===== config.mk =====
export PLATFORM = sky130hd
export DESIGN_NAME = exec_ctrl
export DESIGN_NICKNAME = d
export VERILOG_FILES = /design/src/rtl/npc_ctrl_pkg.sv /design/src/rtl/wait_timer.sv /design/src/rtl/exec_ctrl.sv
export SDC_FILE = /design/constraint.sdc
export NUM_CORES = 1
export LEC_CHECK = 0
export CORE_AREA = 2 2 60 104
export DETAILED_ROUTE_END_ITERATION = 8
export DIE_AREA = 0 0 62 106
export GPL_TIMING_DRIVEN = 0
export PLACE_DENSITY = 0.82
export SLEW_MARGIN = 15
export SYNTH_ARGS = -nofsm -noshare
export SYNTH_HDL_FRONTEND = slang
export SYNTH_HIERARCHICAL = 1
export SYNTH_SLANG_ARGS = --single-unit

===== constraint.sdc =====
create_clock -name clk -period 2.3 [get_ports clk]
set_input_delay 0.345 -clock clk [delete_from_list [all_inputs] [get_ports clk]]
set_output_delay 0.345 -clock clk [all_outputs]
set_load 0.01 [all_outputs]

===== src/rtl/npc_ctrl_pkg.sv =====
// npc_ctrl_pkg: shared FSM state encoding, pc_sel codes and trap_cause codes
package npc_ctrl_pkg;
  typedef enum logic [3:0] {
    S_FETCH,
    S_WAIT_INST,
    S_DECODE,
    S_EXEC,
    S_MEM_REQ,
    S_MEM_WAIT,
    S_WB,
    S_TRAP,
    S_HALT
  } state_t;
  localparam logic [1:0] PC_PLUS4      = 2'b00;
  localparam logic [1:0] PC_IMM        = 2'b01;
  localparam logic [1:0] PC_RS1        = 2'b10;
  localparam logic [1:0] PC_MTVEC      = 2'b11;
  localparam logic [1:0] CAUSE_ECALL   = 2'b00;
  localparam logic [1:0] CAUSE_ILLEGAL = 2'b01;
  localparam logic [1:0] CAUSE_IFU     = 2'b10;
  localparam logic [1:0] CAUSE_LSU     = 2'b11;
endpackage


===== src/rtl/wait_timer.sv =====
// wait_timer: counts cycles while run is high (cleared otherwise); expired flags the TIMEOUT-th waiting cycle
module wait_timer #(
  parameter int TIMEOUT = 255
) (
  input  logic clk,
  input  logic rst_n,
  input  logic run,
  output logic expired
);
  localparam int W = TIMEOUT > 1 ? $clog2(TIMEOUT + 1) : 1;
  logic [W-1:0] cnt_q, cnt_d;
  always_comb begin
    cnt_d   = run ? cnt_q + W'(1) : '0;
    expired = run && (cnt_q == W'(TIMEOUT - 1));
  end
  always_ff @(posedge clk or negedge rst_n)
    if (!rst_n) cnt_q <= '0;
    else        cnt_q <= cnt_d;
endmodule


===== src/rtl/exec_ctrl.sv =====
// exec_ctrl: multi-cycle fetch/decode/exec/mem/writeback sequencer with trap, halt and retire counting
module exec_ctrl
  import npc_ctrl_pkg::*;
#(
  parameter int TIMEOUT = 255
) (
  input  logic        clk,
  input  logic        rst_n,
  output logic        ifu_req_valid,
  input  logic        ifu_req_ready,
  input  logic        ifu_rsp_valid,
  input  logic        ifu_rsp_err,
  output logic        ir_we,
  input  logic        dec_mem_read,
  input  logic        dec_mem_write,
  input  logic        dec_reg_write,
  input  logic        dec_branch,
  input  logic        dec_jal,
  input  logic        dec_jalr,
  input  logic        dec_ecall,
  input  logic        dec_ebreak,
  input  logic        dec_csr,
  input  logic        dec_illegal,
  input  logic        br_taken,
  output logic        lsu_req_valid,
  output logic        lsu_req_we,
  input  logic        lsu_req_ready,
  input  logic        lsu_rsp_valid,
  input  logic        lsu_rsp_err,
  output logic        rf_we,
  output logic        csr_we,
  output logic        pc_we,
  output logic        mepc_we,
  output logic [1:0]  pc_sel,
  output logic [1:0]  trap_cause,
  output logic        halt,
  output logic        retire,
  output logic [31:0] instret
);
  state_t      state_q, state_d;
  logic [1:0]  cause_q, cause_d;
  logic [31:0] instret_q, instret_d;
  logic        expired;
  wait_timer #(.TIMEOUT(TIMEOUT)) u_wait_timer (
    .clk     (clk),
    .rst_n   (rst_n),
    .run     (state_q == S_WAIT_INST || state_q == S_MEM_WAIT),
    .expired (expired)
  );
  always_comb begin
    state_d       = state_q;
    cause_d       = cause_q;
    ifu_req_valid = 1'b0;
    ir_we         = 1'b0;
    lsu_req_valid = 1'b0;
    lsu_req_we    = 1'b0;
    rf_we         = 1'b0;
    csr_we        = 1'b0;
    pc_we         = 1'b0;
    mepc_we       = 1'b0;
    pc_sel        = PC_PLUS4;
    halt          = 1'b0;
    retire        = 1'b0;
    case (state_q)
      S_FETCH: begin
        ifu_req_valid = rst_n;
        state_d       = ifu_req_ready ? S_WAIT_INST : S_FETCH;
      end
      S_WAIT_INST: begin
        if (ifu_rsp_valid && !ifu_rsp_err) begin
          ir_we   = 1'b1;
          state_d = S_DECODE;
        end else if (ifu_rsp_err || expired) begin
          state_d = S_TRAP;
          cause_d = CAUSE_IFU;
        end
      end
      S_DECODE: begin
        state_d = dec_ebreak  ? S_HALT :
                  dec_illegal ? S_TRAP :
                  dec_ecall   ? S_TRAP : S_EXEC;
        cause_d = dec_ebreak  ? cause_q :
                  dec_illegal ? CAUSE_ILLEGAL :
                  dec_ecall   ? CAUSE_ECALL : cause_q;
      end
      S_EXEC: state_d = (dec_mem_read || dec_mem_write) ? S_MEM_REQ : S_WB;
      S_MEM_REQ: begin
        lsu_req_valid = 1'b1;
        lsu_req_we    = dec_mem_write;
        state_d       = lsu_req_ready ? S_MEM_WAIT : S_MEM_REQ;
      end
      S_MEM_WAIT: begin
        if (lsu_rsp_valid && !lsu_rsp_err) state_d = S_WB;
        else if (lsu_rsp_err || expired) begin
          state_d = S_TRAP;
          cause_d = CAUSE_LSU;
        end
      end
      S_WB: begin
        rf_we   = dec_reg_write;
        csr_we  = dec_csr;
        pc_we   = 1'b1;
        retire  = 1'b1;
        pc_sel  = dec_jalr ? PC_RS1 : (dec_jal || (dec_branch && br_taken)) ? PC_IMM : PC_PLUS4;
        state_d = S_FETCH;
      end
      S_TRAP: begin
        mepc_we = 1'b1;
        pc_we   = 1'b1;
        pc_sel  = PC_MTVEC;
        state_d = S_FETCH;
      end
      S_HALT:  halt = 1'b1;
      default: state_d = S_FETCH;
    endcase
    instret_d = instret_q + {31'd0, retire};
  end
  always_ff @(posedge clk or negedge rst_n)
    if (!rst_n) begin
      state_q   <= S_FETCH;
      cause_q   <= CAUSE_ECALL;
      instret_q <= '0;
    end else begin
      state_q   <= state_d;
      cause_q   <= cause_d;
      instret_q <= instret_d;
    end
  assign trap_cause = cause_q;
  assign instret    = instret_q;
endmodule


# Word level (Yosys, flattened, before mapping)
# Index checks and enable logic that the tools add are counted.
dict set report word_totals {
  regBits 46
  inputBits 19
  word_cells 74
}
dict set report classes {
  add_sub_neg 2
  eq_ne 17
  n_mux 34
  bitwise 1
  reduce_logical 16
}
# op n
set op_table {}
lappend op_table {{adder 32 x 1 -> 32 bit} 1}
lappend op_table {{one-hot mux 4 bit (7 select lines)} 1}
lappend op_table {{two-way mux 4 bit} 5}
lappend op_table {{two-way mux 2 bit} 9}
lappend op_table {{== test 4 x 3 -> 1 bit, second input constant} 4}
lappend op_table {{two-way mux 1 bit} 14}
lappend op_table {{adder 8 x 1 -> 8 bit, second input constant} 1}
lappend op_table {{== test 4 x 2 -> 1 bit, second input constant} 2}
lappend op_table {{== test 8 bit, second input constant} 1}
lappend op_table {{two-way mux 8 bit} 1}
lappend op_table {{AND reduction 7 bit} 1}
lappend op_table {{two-way mux 3 bit} 2}
lappend op_table {{inequality test 2 bit, second input constant} 3}
lappend op_table {{inequality test 3 x 1 -> 1 bit, second input constant} 2}
lappend op_table {{one-hot mux 2 bit (3 select lines)} 1}
lappend op_table {{logical OR 1 bit} 5}
lappend op_table {{== test 4 x 1 -> 1 bit, second input constant} 1}
lappend op_table {{== test 4 bit, second input constant} 1}
lappend op_table {{logical AND 1 bit} 4}
lappend op_table {{zero test 4 bit} 1}
lappend op_table {{inequality test 2 x 1 -> 1 bit, second input constant} 2}
lappend op_table {{one-hot mux 2 bit (2 select lines)} 1}
lappend op_table {{inequality test 3 bit, second input constant} 1}
lappend op_table {{AND reduction 3 bit} 1}
lappend op_table {{4 further kinds} 5}

# Longest topological paths before layout
# Gate-level depths: netlist of the first run.
dict set report depth {
  word_depth 7
  depth_mapped 9
}

# Cells and area by module
# The synthesis of the first run kept the hierarchy.
# mod instances cells_per_inst area_each_um2
set modules_own_cells {}
lappend modules_own_cells {exec_ctrl 1 194 2025.7}
lappend modules_own_cells {wait_timer 1 37 389.1}

# Worst setup path before layout of the first run
# No wires, ideal clock.
dict set report synth_path {
  path_type {register to register}
  startpoint {register state_q[3]}
  endpoint {register instret_q[22], in the netlist instret[22]}
  setup_ns 0.127
  arrival_ns 2.207
  path_slack_ns -0.034
  path_stages_with_launch 9
  period_less_slack_ns 2.334
  path_cell_list {dfrtp_1 -> buf_2 -> and4bb_2 -> and2_1 -> ha_1 -> nand4_1 -> nor4_1 -> nand4_1 -> xnor2_1}
}
dict set report synth_between {
  elab_chain_len 3
}
# element line_no
set synth_lines {}
lappend synth_lines {{start, declared} exec_ctrl.sv:40} ;# state_t state_q, state_d;
lappend synth_lines {{start signal, assigned} exec_ctrl.sv:124} ;# state_q <= state_d;
lappend synth_lines {{== test 4 x 3 -> 1 bit} exec_ctrl.sv:64} ;# case (state_q)
lappend synth_lines {{two-way mux 1 bit} exec_ctrl.sv:64}
lappend synth_lines {{named net retire} exec_ctrl.sv:37} ;# output logic retire,
lappend synth_lines {{adder 32 x 1 -> 32 bit} exec_ctrl.sv:116} ;# instret_d = instret_q + {31'd0, retire};
lappend synth_lines {{named net instret_d[22]} exec_ctrl.sv:42} ;# logic [31:0] instret_q, instret_d;
lappend synth_lines {{end signal, assigned} exec_ctrl.sv:126} ;# instret_q <= instret_d;
lappend synth_lines {{end, declared} exec_ctrl.sv:42}
# The timed path passes the listed nets, and every way through them passes these cells.
# A chain may end at the register's enable or synchronous reset.

# Worst setup path after layout of the first run
dict set report layout_path {
  startpoint {register state_q[3]}
  endpoint {register cause_q[0], in the netlist trap_cause[0]}
}
dict set report layout_between {
  elab_chain_len 6
  elab_cells_between_ends 16
}
# element line_no
set layout_lines {}
lappend layout_lines {{== test 4 x 1 -> 1 bit or == test 4 x 3 -> 1 bit (tied branches)} exec_ctrl.sv:47} ;# .run (state_q == S_WAIT_INST || state_q == S_MEM_WAIT),
lappend layout_lines {{logical OR 1 bit *} exec_ctrl.sv:47}
lappend layout_lines {{logical AND 1 bit *} wait_timer.sv:14} ;# expired = run && (cnt_q == W'(TIMEOUT - 1));
lappend layout_lines {{named net expired} exec_ctrl.sv:43} ;# logic expired;
lappend layout_lines {{logical OR 1 bit (on tied branches)} {exec_ctrl.sv:94, exec_ctrl.sv:73}}
lappend layout_lines {{inequality test 2 x 1 -> 1 bit (no source line)} -}
lappend layout_lines {{AND reduction 7 bit (no source line) *} -}
lappend layout_lines {{end signal, assigned} exec_ctrl.sv:125} ;# cause_q <= cause_d;
lappend layout_lines {{end, declared} exec_ctrl.sv:41} ;# logic [1:0] cause_q, cause_d;
# Mark *: on every way through the listed nets, which the timed path passes. The rest lies on a longest branch.

==> impl_results.md, run 1 <==
- Status: complete, no violations
- Met2 Wirelength: 3150 um
- Worst setup EP type: flip-flop
- Layout Area Growth over Synthesis: 41.45%
- CP Buf/Inv Count: 2
- Slew headroom: 0.6161
- CTS root buf: clkbuf_8
- Die ar.: 6572 um2
- Area of the core: 5787 um2
- Highest metal used: met4
- # setup viols final: 0
- Total routed wirelength: 5816 um
- Starting DRT DRC Count: 104
- FF-to-FF Start: state_q[3]$_DFFE_PN0P_
- Global route overflow: 0
- Critical path cell sequence: buf_4, or3b_4, inv_4, nand2_4, nor3_4, nor2b_1, nor3_1, a221oi_2, mux2_1
- Seq/Total Area, Yosys: 0.4767
- Yosys reg bits: 46
- Largest cells by area after synthesis: dfrtp_1 48%, xnor2_1 7.3%, xor2_1 4.7%
- Vias per Instance: 5.179
- R2R cell count: 9
- Routed length per placed instance: 14.91 um
- Ys flop type: dfrtp_1
- Inserted Clock Buffers: 5
- Period utilisation layout: 0.9746
- Critical path launch point type: flip-flop
- Count of different cell masters after synthesis: 47
- Synthesis Warnings: 6
- Initial Util: 0.4173
- Synth top area share: 0.4767
- Max-slew violations: 0
- Min Tclk post-route: 2.242 ns
- CTS Sinks: between 40 and 50
- Vias in the first global route: 1949
- Max-Cap Viols: 0
- Skew final: 0.006336 ns
- Post-route setup TNS: 0 ns
- Worst vdd ir: slightly above 300 uV
- Ys async rst share: 1.000
- Critical Path AT: 2.43 ns
- Hold crit path type: input port to async pin
- Syn nets: 254
- Placed cells: 374
- Mapped cell area: about 2400 um2
- Layout cells sized above 1: 0.1442
- Commonest non-fill, non-tap cell in the layout: clkdlybuf4s50_1
- Syn_area_per_cell: 10.45 um2
- RSZ-0062 raised after global routing: true
- Pin count of the biggest net entering global routing: 36
- Pre-antenna DRT Iters: 4
- ANT nets after route: 0
- Input/output buffers: 64
- Required time of the critical path: 2.49 ns
- CP max stage delay: 0.41 ns
- Reg-to-reg setup timing slack: about 0.058 ns
- Die Y: roughly 110 um
- Number of synthesized flops with an enable pin: 0
- Initial antenna violation count: 0
- Number of cell rows: 37
- Crit Reg-Reg Endpoint: trap_cause[0]$_DFFE_PN0P_
- Clock buffer depth: 2
- Met1 wire length: 2200 um
- Synth Instances: 231
- Pwr Density: 692.8 nW/um2
- Ant diodes: 0
- Post-DP HPWL: 4290 um
- All-Layer GR Usage: 0.1873
- Final net count: 334
- Global-route wire length before repair: 9101 um
- Met3 WL post-DR: 301 um
- Most frequent cells in the layout: 59 x clkdlybuf4s50_1, 45 x dfrtp_1, 20 x xnor2_1
- Final Hold Fails: 0
- Worst hold slack: 0.02366 ns
- DR vias: 2020
- GPL Wtd Cong: 0.7955
- Die X-Extent: 62 um
- Crit path max fanout: 10
- Cell Count, Final, Fillers Out: between 300 and 400
- CP top delay family: simple AND/OR/NAND/NOR gates
- # IOs: 65
- Fmax: 446.1 MHz
- Leak: 0.001543 uW
- Worst slew pin tran: 0.5706 ns
- Reg clk slew, reported paths: 0.08 ns
- H-tree depth reported by CTS: 2
- Worst-Skew Late Latency: 0.30 ns
- Slowest cell on the critical path: dfrtp_1
- DRC: 0
- Crit path kind: flip-flop to flip-flop
- CTS tree: yes
- Leading area contributor after synthesis: dfrtp_1
[per-layer routing]
layer	vias to the layer above	global-route usage
li1	987	-
met1	959	0.2037
met2	63	0.3244
met3	11	0.04623
met4	0	0.08207
met5	-	0
[Yosys cell counts, drive strengths merged, types with 2 or more instances]
master / number
xnor2: 20
a21oi: 5
a21boi: 2
or4b: 2
nor2: 13
o21a: 3
nand3b: 2
ha: 4
dfrtp: 46
and4: 4
nor4: 5
o21ai: 4
nor4b: 3
buf: 4
or3: 4
inv: 8
nand2: 19
nor2b: 3
xor2: 13
nor3: 7
nand3: 15
and2: 9
and3: 4
nand2b: 2
nand4: 14
or4: 2
[worst max path at each step]
stage	from	slack, ns	to	depth (start not counted)
finish	state_q[3]$_DFFE_PN0P_	0.06	trap_cause[0]$_DFFE_PN0P_	9
floorplan	state_q[3]$_DFFE_PN0P_	0.03	trap_cause[0]$_DFFE_PN0P_	9
global placement	rst_n	-1.23	ifu_req_valid	4
detailed placement	state_q[3]$_DFFE_PN0P_	-0.37	instret[22]$_DFF_PN0_	8
global route	state_q[1]$_DFFE_PN0P_	-0.05	trap_cause[0]$_DFFE_PN0P_	9
CTS	state_q[1]$_DFFE_PN0P_	-0.004	trap_cause[0]$_DFFE_PN0P_	9
[stage by stage]
| step | setup slack, ns | total power (uW) | instance area [um2] | utilization |
|---|---|---|---|---|
| 2_1_floorplan | 0.02522 | 1420 | 2421 | - |
| 3_3_place_gp | -1.233 | 1727 | 3159 | 0.5459 |
| 3_5_place_dp | -0.3694 | 1753 | 3174 | 0.5485 |
| 4_1_cts | -0.003972 | 2326 | 3361 | 0.5808 |
| 5_1_grt | -0.05038 | 2509 | 3416 | 0.5903 |
| 6_report | 0.05831 | 2366 | 3416 | 0.5903 |
[state kept, by name (all words and copies together), names as in the netlist]
register,count
trap_cause,2
u_wait_timer/cnt_q,8
state_q,4
instret,32
[cell families (layout without fill, tap and decap cells)]
family,count (synthesis),after routing,synth area share
simple gates,114,114,0.2948
mux,2,2,0.008808
flops,46,46,0.4767
buf+inv,13,94,0.02591
fa+ha+maj,4,4,0.02073
xor+xnor,33,33,0.1197
compound gates,19,19,0.05336
[area by class of cell]
type	instances	area (um2)
fill	485	2371
multi-input combinational	172	1280
sequential	46	1152
timing repair buffer	73	720.7
tap	78	97.59
clock buffer	7	86.33
buffer	5	41.29
inverter	8	32.53
clock inverter	1	5.005
[power breakdown]
group	switching, uW	total (uW)	leakage (uW)	internal [uW]
registers	97.3	992	0.000626	895
logic	397	869	0.000869	473
clock network	262	505	0.0000482	243
[timing repair]
item / 4_1_cts / 5_1_grt
cloned: 0 / 0
gates resized for setup: 12 / 19
setup buffers: 5 / 2
hold buffers: 1 / 0
endpoints found under the setup margin: 18 / 19
pin swaps: 2 / 3
hold endpoints to repair: 11 / 0
Note: power is estimated with default switching activity, not from simulation.
==> run 2: changes to the inputs <==
--- a/config.mk
+++ b/config.mk
@@ -10,7 +10,7 @@
 export DIE_AREA = 0 0 62 106
 export GPL_TIMING_DRIVEN = 0
 export PLACE_DENSITY = 0.82
-export SLEW_MARGIN = 15
+export REMOVE_ABC_BUFFERS = 1
 export SYNTH_ARGS = -nofsm -noshare
 export SYNTH_HDL_FRONTEND = slang
 export SYNTH_HIERARCHICAL = 1
==> run 2 against run 1 <==
  * Cell count grew 0.51%
  * Non-clock buffer count grew 2
  * Sequential power barely moved
  * Fmax decreased by 1.3%
  * Sequential share of layout area shrank 0.70 points
  * Cell area is 2.5% higher
  * Critical endpoint unchanged
  * Combinational power rose by 9.9%
  * Setup slack worse by 0.030 ns
  * Wire length increased by 7.5%
  * Register-to-register slack got worse by 0.03 ns
  * Worst hold slack improved by 0.40 ns
==> impl_results.md, run 2 (synthesized netlist as in run 1, its figures left out) <==
- Die X-Extent: 62 um (unchanged)
- Global-route wire length before repair: 9811 um (was 9101 um)
- Max-slew violations: 0 (unchanged)
- DR vias: 2074 (was 2020)
- Area of the core: 5787 um2 (unchanged)
- Required time of the critical path: 2.49 ns (about the same)
- All-Layer GR Usage: 0.1988 (was 0.1873)
- Worst setup EP type: flip-flop (unchanged)
- Final net count: 336 (was 334)
- Crit path kind: flip-flop to flip-flop (unchanged)
- Number of cell rows: 37 (unchanged)
- Crit path max fanout: 4 (was 10)
- Initial antenna violation count: 0 (unchanged)
- Pwr Density: 728.7 nW/um2 (was 692.8 nW/um2)
- Post-route setup TNS: 0 ns (unchanged)
- Initial Util: 0.4173 (unchanged)
- Fmax: 440.1 MHz (was 446.1 MHz)
- # setup viols final: 0 (unchanged)
- Most frequent cells in the layout: 56 x clkdlybuf4s50_1, 42 x dfrtp_1, 20 x xnor2_1 (was 59 x clkdlybuf4s50_1, 45 x dfrtp_1, 20 x xnor2_1)
- Layout Area Growth over Synthesis: 44.92% (was 41.45%)
- # IOs: 65 (unchanged)
- Worst vdd ir: 402.1 uV (was 307.9 uV)
- Reg-to-reg setup timing slack: 0.03 ns (was 0.06 ns)
- Met2 Wirelength: 3425 um (was 3150 um)
- Worst-Skew Late Latency: 0.30 ns (about the same)
- Pin count of the biggest net entering global routing: 40 (was 36)
- Pre-antenna DRT Iters: 4 (unchanged)
- Layout cells sized above 1: 0.1656 (was 0.1442)
- Routed length per placed instance: 15.96 um (was 14.91 um)
- Placed cells: 369 (was 374)
- DRC: 0 (unchanged)
- Critical Path AT: 2.46 ns (was 2.43 ns)
- Highest metal used: met4 (unchanged)
- CTS root buf: clkbuf_8 (unchanged)
- Post-DP HPWL: 4246 um (was 4290 um)
- Global route overflow: 0 (unchanged)
- Total routed wirelength: 6255 um (was 5816 um)
- GPL Wtd Cong: 0.8576 (was 0.7955)
- Max-Cap Viols: 0 (unchanged)
- Reg clk slew, reported paths: 0.08 ns (about the same)
- Leak: 0.001607 uW (was 0.001543 uW)
- Worst hold slack: 0.4238 ns (was 0.02366 ns)
- Slew headroom: 0.5899 (was 0.6161)
- Fillers: 461 (was 485)
- Final Hold Fails: 0 (unchanged)
- CTS Sinks: 46 (unchanged)
- Clock buffer depth: 2 (unchanged)
- Vias per Instance: 5.291 (was 5.179)
- Inserted Clock Buffers: 5 (unchanged)
- Input/output buffers: 64 (unchanged)
- Starting DRT DRC Count: 88 (was 104)
- Hold crit path type: input port to async pin (unchanged)
- H-tree depth reported by CTS: 2 (unchanged)
- Min Tclk post-route: 2.272 ns (was 2.242 ns)
- Met1 wire length: 2259 um (was 2200 um)
- Met3 WL post-DR: 323 um (was 301 um)
- Ant diodes: 0 (unchanged)
- Critical path launch point type: flip-flop (unchanged)
- Period utilisation layout: 0.9879 (was 0.9746)
- ANT nets after route: 0 (unchanged)
- Vias in the first global route: 2159 (was 1949)
- Commonest non-fill, non-tap cell in the layout: clkdlybuf4s50_1 (unchanged)
- Cell Count, Final, Fillers Out: 392 (was 390)
- Status: complete, no violations (unchanged)
- Die Y: 106 um (unchanged)
- Die ar.: 6572 um2 (unchanged)
- Worst slew pin tran: 0.6095 ns (was 0.5706 ns)
- Max reg flops: 32 (unchanged)
- CTS tree: yes (unchanged)
- Skew final: 0.006386 ns (was 0.006336 ns)
run 2: path summary, 6_finish.rpt:
check / from / endpoint / cells past startpoint
max: state_q[1]$_DFFE_PN0P_ / trap_cause[0]$_DFFE_PN0P_ / 8
min: rst_n / instret[24]$_DFF_PN0_ / 2
max reg2reg: state_q[1]$_DFFE_PN0P_ / trap_cause[0]$_DFFE_PN0P_ / 8
min reg2reg: instret[31]$_DFF_PN0_ / instret[31]$_DFF_PN0_ / 1
max in group asynchronous: rst_n / state_q[0]$_DFFE_PN0P_ / 3
min in group clk: instret[31]$_DFF_PN0_ / instret[31]$_DFF_PN0_ / 1
run 2: where the power goes:
part / switching, uW / internal, uW / leakage [uW]
combinational: 437 / 517 / 0.000933
sequential: 103 / 899 / 0.000622
clock: 269 / 324 / 0.0000514
total: 810 / 1740 / 0.00161
run 2: critical path: stages (launching register included):
cell	delay, ns
dfrtp_2	0.45
or3b_4	0.42
inv_2	0.10
nand2_2	0.09
nor3_4	0.24
nor2b_4	0.17
nor3_1	0.05
a221oi_2	0.28
mux2_1	0.36
run 2: area by class of cell:
cell class	count	area (um2)	share of cell area
multi-input cells	172	1308	0.3736
flip-flops and latches	46	1156	0.3304
repair buffers	80	798.3	0.2281
well taps	78	97.59	0.02789
clock buffers	6	72.57	0.02074
clock inverters	2	37.54	0.01073
inverters	8	30.03	0.008581
run 2: per-layer routing:
layer  up-vias  GRT usage
li1        979          -
met1      1017     0.2022
met2        63     0.3460
met3        15    0.04380
met4         0     0.1170
met5         -          0
run 2: stage by stage:
step	worst slack [ns]	util	power, uW	cell area, um2
2_1_floorplan	0.008512	-	1379	2382
3_5_place_dp	-0.4981	0.5418	1711	3136
3_3_place_gp	-1.234	0.5392	1680	3120
5_1_grt	-0.07970	0.6048	2692	3500
6_report	0.02783	0.6048	2550	3500
4_1_cts	0.0009397	0.5857	2457	3390
run 2: repair_timing:
action	4_1_cts	5_1_grt
pin swaps	4	4
setup buffers	10	4
hold buffers	1	0
resized for setup	18	20
setup endpoints to repair	23	18
hold endpoints to repair	7	0
==> run 3: changes to the inputs <==
--- a/config.mk
+++ b/config.mk
@@ -5,11 +5,11 @@
 export SDC_FILE = /design/constraint.sdc
 export NUM_CORES = 1
 export LEC_CHECK = 0
-export CORE_AREA = 2 2 60 104
+export CORE_AREA = 2 2 92 67
 export DETAILED_ROUTE_END_ITERATION = 8
-export DIE_AREA = 0 0 62 106
+export DIE_AREA = 0 0 94 69
 export GPL_TIMING_DRIVEN = 0
-export PLACE_DENSITY = 0.82
+export PLACE_DENSITY = 0.76
 export REMOVE_ABC_BUFFERS = 1
 export SYNTH_ARGS = -nofsm -noshare
 export SYNTH_HDL_FRONTEND = slang
==> run 3 against run 2 <==
  * Global-route usage down 1.1 points
  * Clock skew up 0.0045 ns
  * Via count down 1.1%
  * Fmax up 3.0%
  * Combinational power down 4.9%
  * Wire length down 6.9%
  * Die area down 1.3%
  * Critical path type is now flip-flop to output pin
  * Sequential power about the same
  * Largest power group unchanged
  * Cell count down 0.26%
  * Highest routed layer unchanged
  * Clock-buffer cell count down 1
  * Sequential share of layout area up 0.33 points
  * Critical path depth down 4
==> impl_results.md, run 3 (synthesized netlist as in run 1, its figures left out) <==
- Reg area: 1156 um2 (unchanged)
- Crit path kind: flip-flop to output pin (was flip-flop to flip-flop)
- Layout Area Growth over Synthesis: 43.47% (was 44.92%)
- # IOs: 65 (unchanged)
- Placed cells: 366 (was 369)
- Slew headroom: 0.5569 (was 0.5899)
- Post-DP HPWL: 4122 um (was 4246 um)
- Worst setup EP type: output pin (was flip-flop)
- DRC: 0 (unchanged)
- Status: complete, no violations (unchanged)
- Seq pwr share: 0.402 (was 0.393)
- Most frequent cells in the layout: 60 x clkdlybuf4s50_1, 42 x dfrtp_1, 20 x xnor2_1 (was 56 x clkdlybuf4s50_1, 42 x dfrtp_1, 20 x xnor2_1)
- DP Area: 3132 um2 (was 3136 um2)
- Hold crit path type: input port to async pin (unchanged)
- Design area: 3465 um2 (was 3500 um2)
- Area of the multi-input gates: 1280 um2 (was 1308 um2)
- Total routed wirelength: 5822 um (was 6255 um)
- Initial antenna violation count: 0 (unchanged)
- Die X-Extent: 94 um (was 62 um)
- Cell internal pwr: 1736 uW (was 1740 uW)
- Met2 Wirelength: 2770 um (was 3425 um)
- Global route overflow: 0 (unchanged)
- Required time of the critical path: 1.96 ns (was 2.49 ns)
- Critical path launch point type: flip-flop (unchanged)
- Max-slew violations: 0 (unchanged)
- Global-route wire length before repair: 9860 um (was 9811 um)
- GPL Wtd Cong: 0.8540 (was 0.8576)
- Max-Cap Viols: 0 (unchanged)
- Period utilisation layout: 0.9588 (was 0.9879)
- Fmax: 453.5 MHz (was 440.1 MHz)
- Inserted Clock Buffers: 5 (unchanged)
- Reg-to-reg setup timing slack: 0.13 ns (was 0.03 ns)
- # setup viols final: 0 (unchanged)
- All-Layer GR Usage: 0.1878 (was 0.1988)
- R2R cell count: 8 (unchanged)
- Critical Path AT: 1.86 ns (was 2.46 ns)
- Commonest non-fill, non-tap cell in the layout: clkdlybuf4s50_1 (unchanged)
- DR vias: 2052 (was 2074)
- Initial Util: 0.4303 (was 0.4173)
- Routed length per placed instance: 14.89 um (was 15.96 um)
- Worst vdd ir: 352.5 uV (was 402.1 uV)
- Cell Count, Final, Fillers Out: 391 (was 392)
- Met3 WL post-DR: 283 um (was 323 um)
- Worst hold slack: 0.4207 ns (was 0.4238 ns)
- Final net count: 338 (was 336)
- Leak: 0.001546 uW (was 0.001607 uW)
- CTS root buf: clkbuf_8 (unchanged)
- CTS tree: yes (unchanged)
- Skew final: 0.01092 ns (was 0.006386 ns)
- Highest metal used: met4 (unchanged)
- FF-to-FF Start: state_q[1]$_DFFE_PN0P_ (unchanged)
- Worst-Skew Late Latency: 0.29 ns (was 0.30 ns)
- Pre-antenna DRT Iters: 4 (unchanged)
- Min Tclk post-route: 2.205 ns (was 2.272 ns)
- Fillers: 475 (was 461)
- Crit path max fanout: 9 (was 4)
- Vias per Instance: 5.248 (was 5.291)
- Vias in the first global route: 2008 (was 2159)
- Clock buffer depth: 2 (unchanged)
- Ant diodes: 0 (unchanged)
- CTS Sinks: 46 (unchanged)
- Input/output buffers: 64 (unchanged)
- Number of cell rows: 23 (was 37)
- Clk pwr share: 0.235 (was 0.232)
- Pwr Density: 722.9 nW/um2 (was 728.7 nW/um2)
- Switching power: 768.5 uW (was 809.6 uW)
- Die ar.: 6486 um2 (was 6572 um2)
- Reg clk slew, reported paths: 0.09 ns (was 0.08 ns)
- Starting DRT DRC Count: 101 (was 88)
- H-tree depth reported by CTS: 2 (unchanged)
- ANT nets after route: 0 (unchanged)
- Die Y: 69 um (was 106 um)
- Area of the core: 5612 um2 (was 5787 um2)
- Sw Ratio: 0.3068 (was 0.3175)
- Layout cells sized above 1: 0.1646 (was 0.1656)
- Max reg flops: 32 (unchanged)
- Combinational Power Share: 0.363 (was 0.374)
- Final Hold Fails: 0 (unchanged)
- Met1 wire length: 2729 um (was 2259 um)
- Setup crit start: state_q[1]$_DFFE_PN0P_ (unchanged)
- Pin count of the biggest net entering global routing: 37 (was 40)
- Final Core Density: 0.6174 (was 0.6048)
- Worst slew pin tran: 0.6586 ns (was 0.6095 ns)
run 3: cell types whose count changed in the layout (fill, tap and decap cells not counted), moves of 2 or more:
| cell | previous run | this run |
|---|---|---|
| buf_4 | 11 | 16 |
| clkdlybuf4s50_1 | 56 | 60 |
| dlymetal6s2s_1 | 6 | 2 |
| buf_6 | 3 | 1 |
| clkinv_2 | 0 | 2 |
run 3: final timing paths:
check                                                        to
max in group asynchronous       u_wait_timer/cnt_q[3]$_DFF_PN0_
worst min register to register            instret[31]$_DFF_PN0_
worst max register to register        trap_cause[0]$_DFFE_PN0P_
worst min-delay path                       instret[3]$_DFF_PN0_
min in group clk                          instret[31]$_DFF_PN0_
worst max-delay path                                     csr_we
run 3: final cells by class:
type	count	share of cell area
clock buffers	5	0.01986
clock inverters	3	0.01156
inverters	8	0.008667
multi-input cells	172	0.3694
flip-flops and latches	46	0.3337
well taps	75	0.02709
repair buffers	82	0.2297
run 3: per-stage QoR:
step | setup WS, ns | total power, uW | TNS (ns)
after global placement | -1.249 | 1676 | -23.56
after global routing | -0.007433 | 2649 | -0.007433
after CTS | 0.004150 | 2466 | 0
final | 0.09477 | 2505 | 0
after floorplan | 0.008512 | 1379 | 0
after detailed placement | -0.4346 | 1700 | -3.602
run 3: timing repair:
item	in CTS	in global routing
buffers inserted	14	2
hold buffers	1	0
setup endpoints to repair	23	17
resized for setup	17	10
pin swaps	1	4
hold endpoints to repair	10	0
cloned	0	0
run 3: metal layers:
layer  vias up  track usage
li1        994            -
met1       999       0.2779
met2        54       0.2889
met3         5      0.03607
met4         0      0.03704
met5         -            0
run 3: power groups by stage:
stage               Combinational (uW)  Clock (uW)  Sequential, uW
global route                       986         642            1020
floorplan                          326           0            1050
detailed placement                 624           0            1080
finish                             908         588            1010
global placement                   605           0            1070
CTS                                865         600            1000
run 3: critical path, stage by stage (launching register included):
cell and delay, ns:
dfrtp_2 0.42, buf_6 0.16, and4bb_4 0.28, and2_1 0.16, clkdlybuf4s50_1 0.55
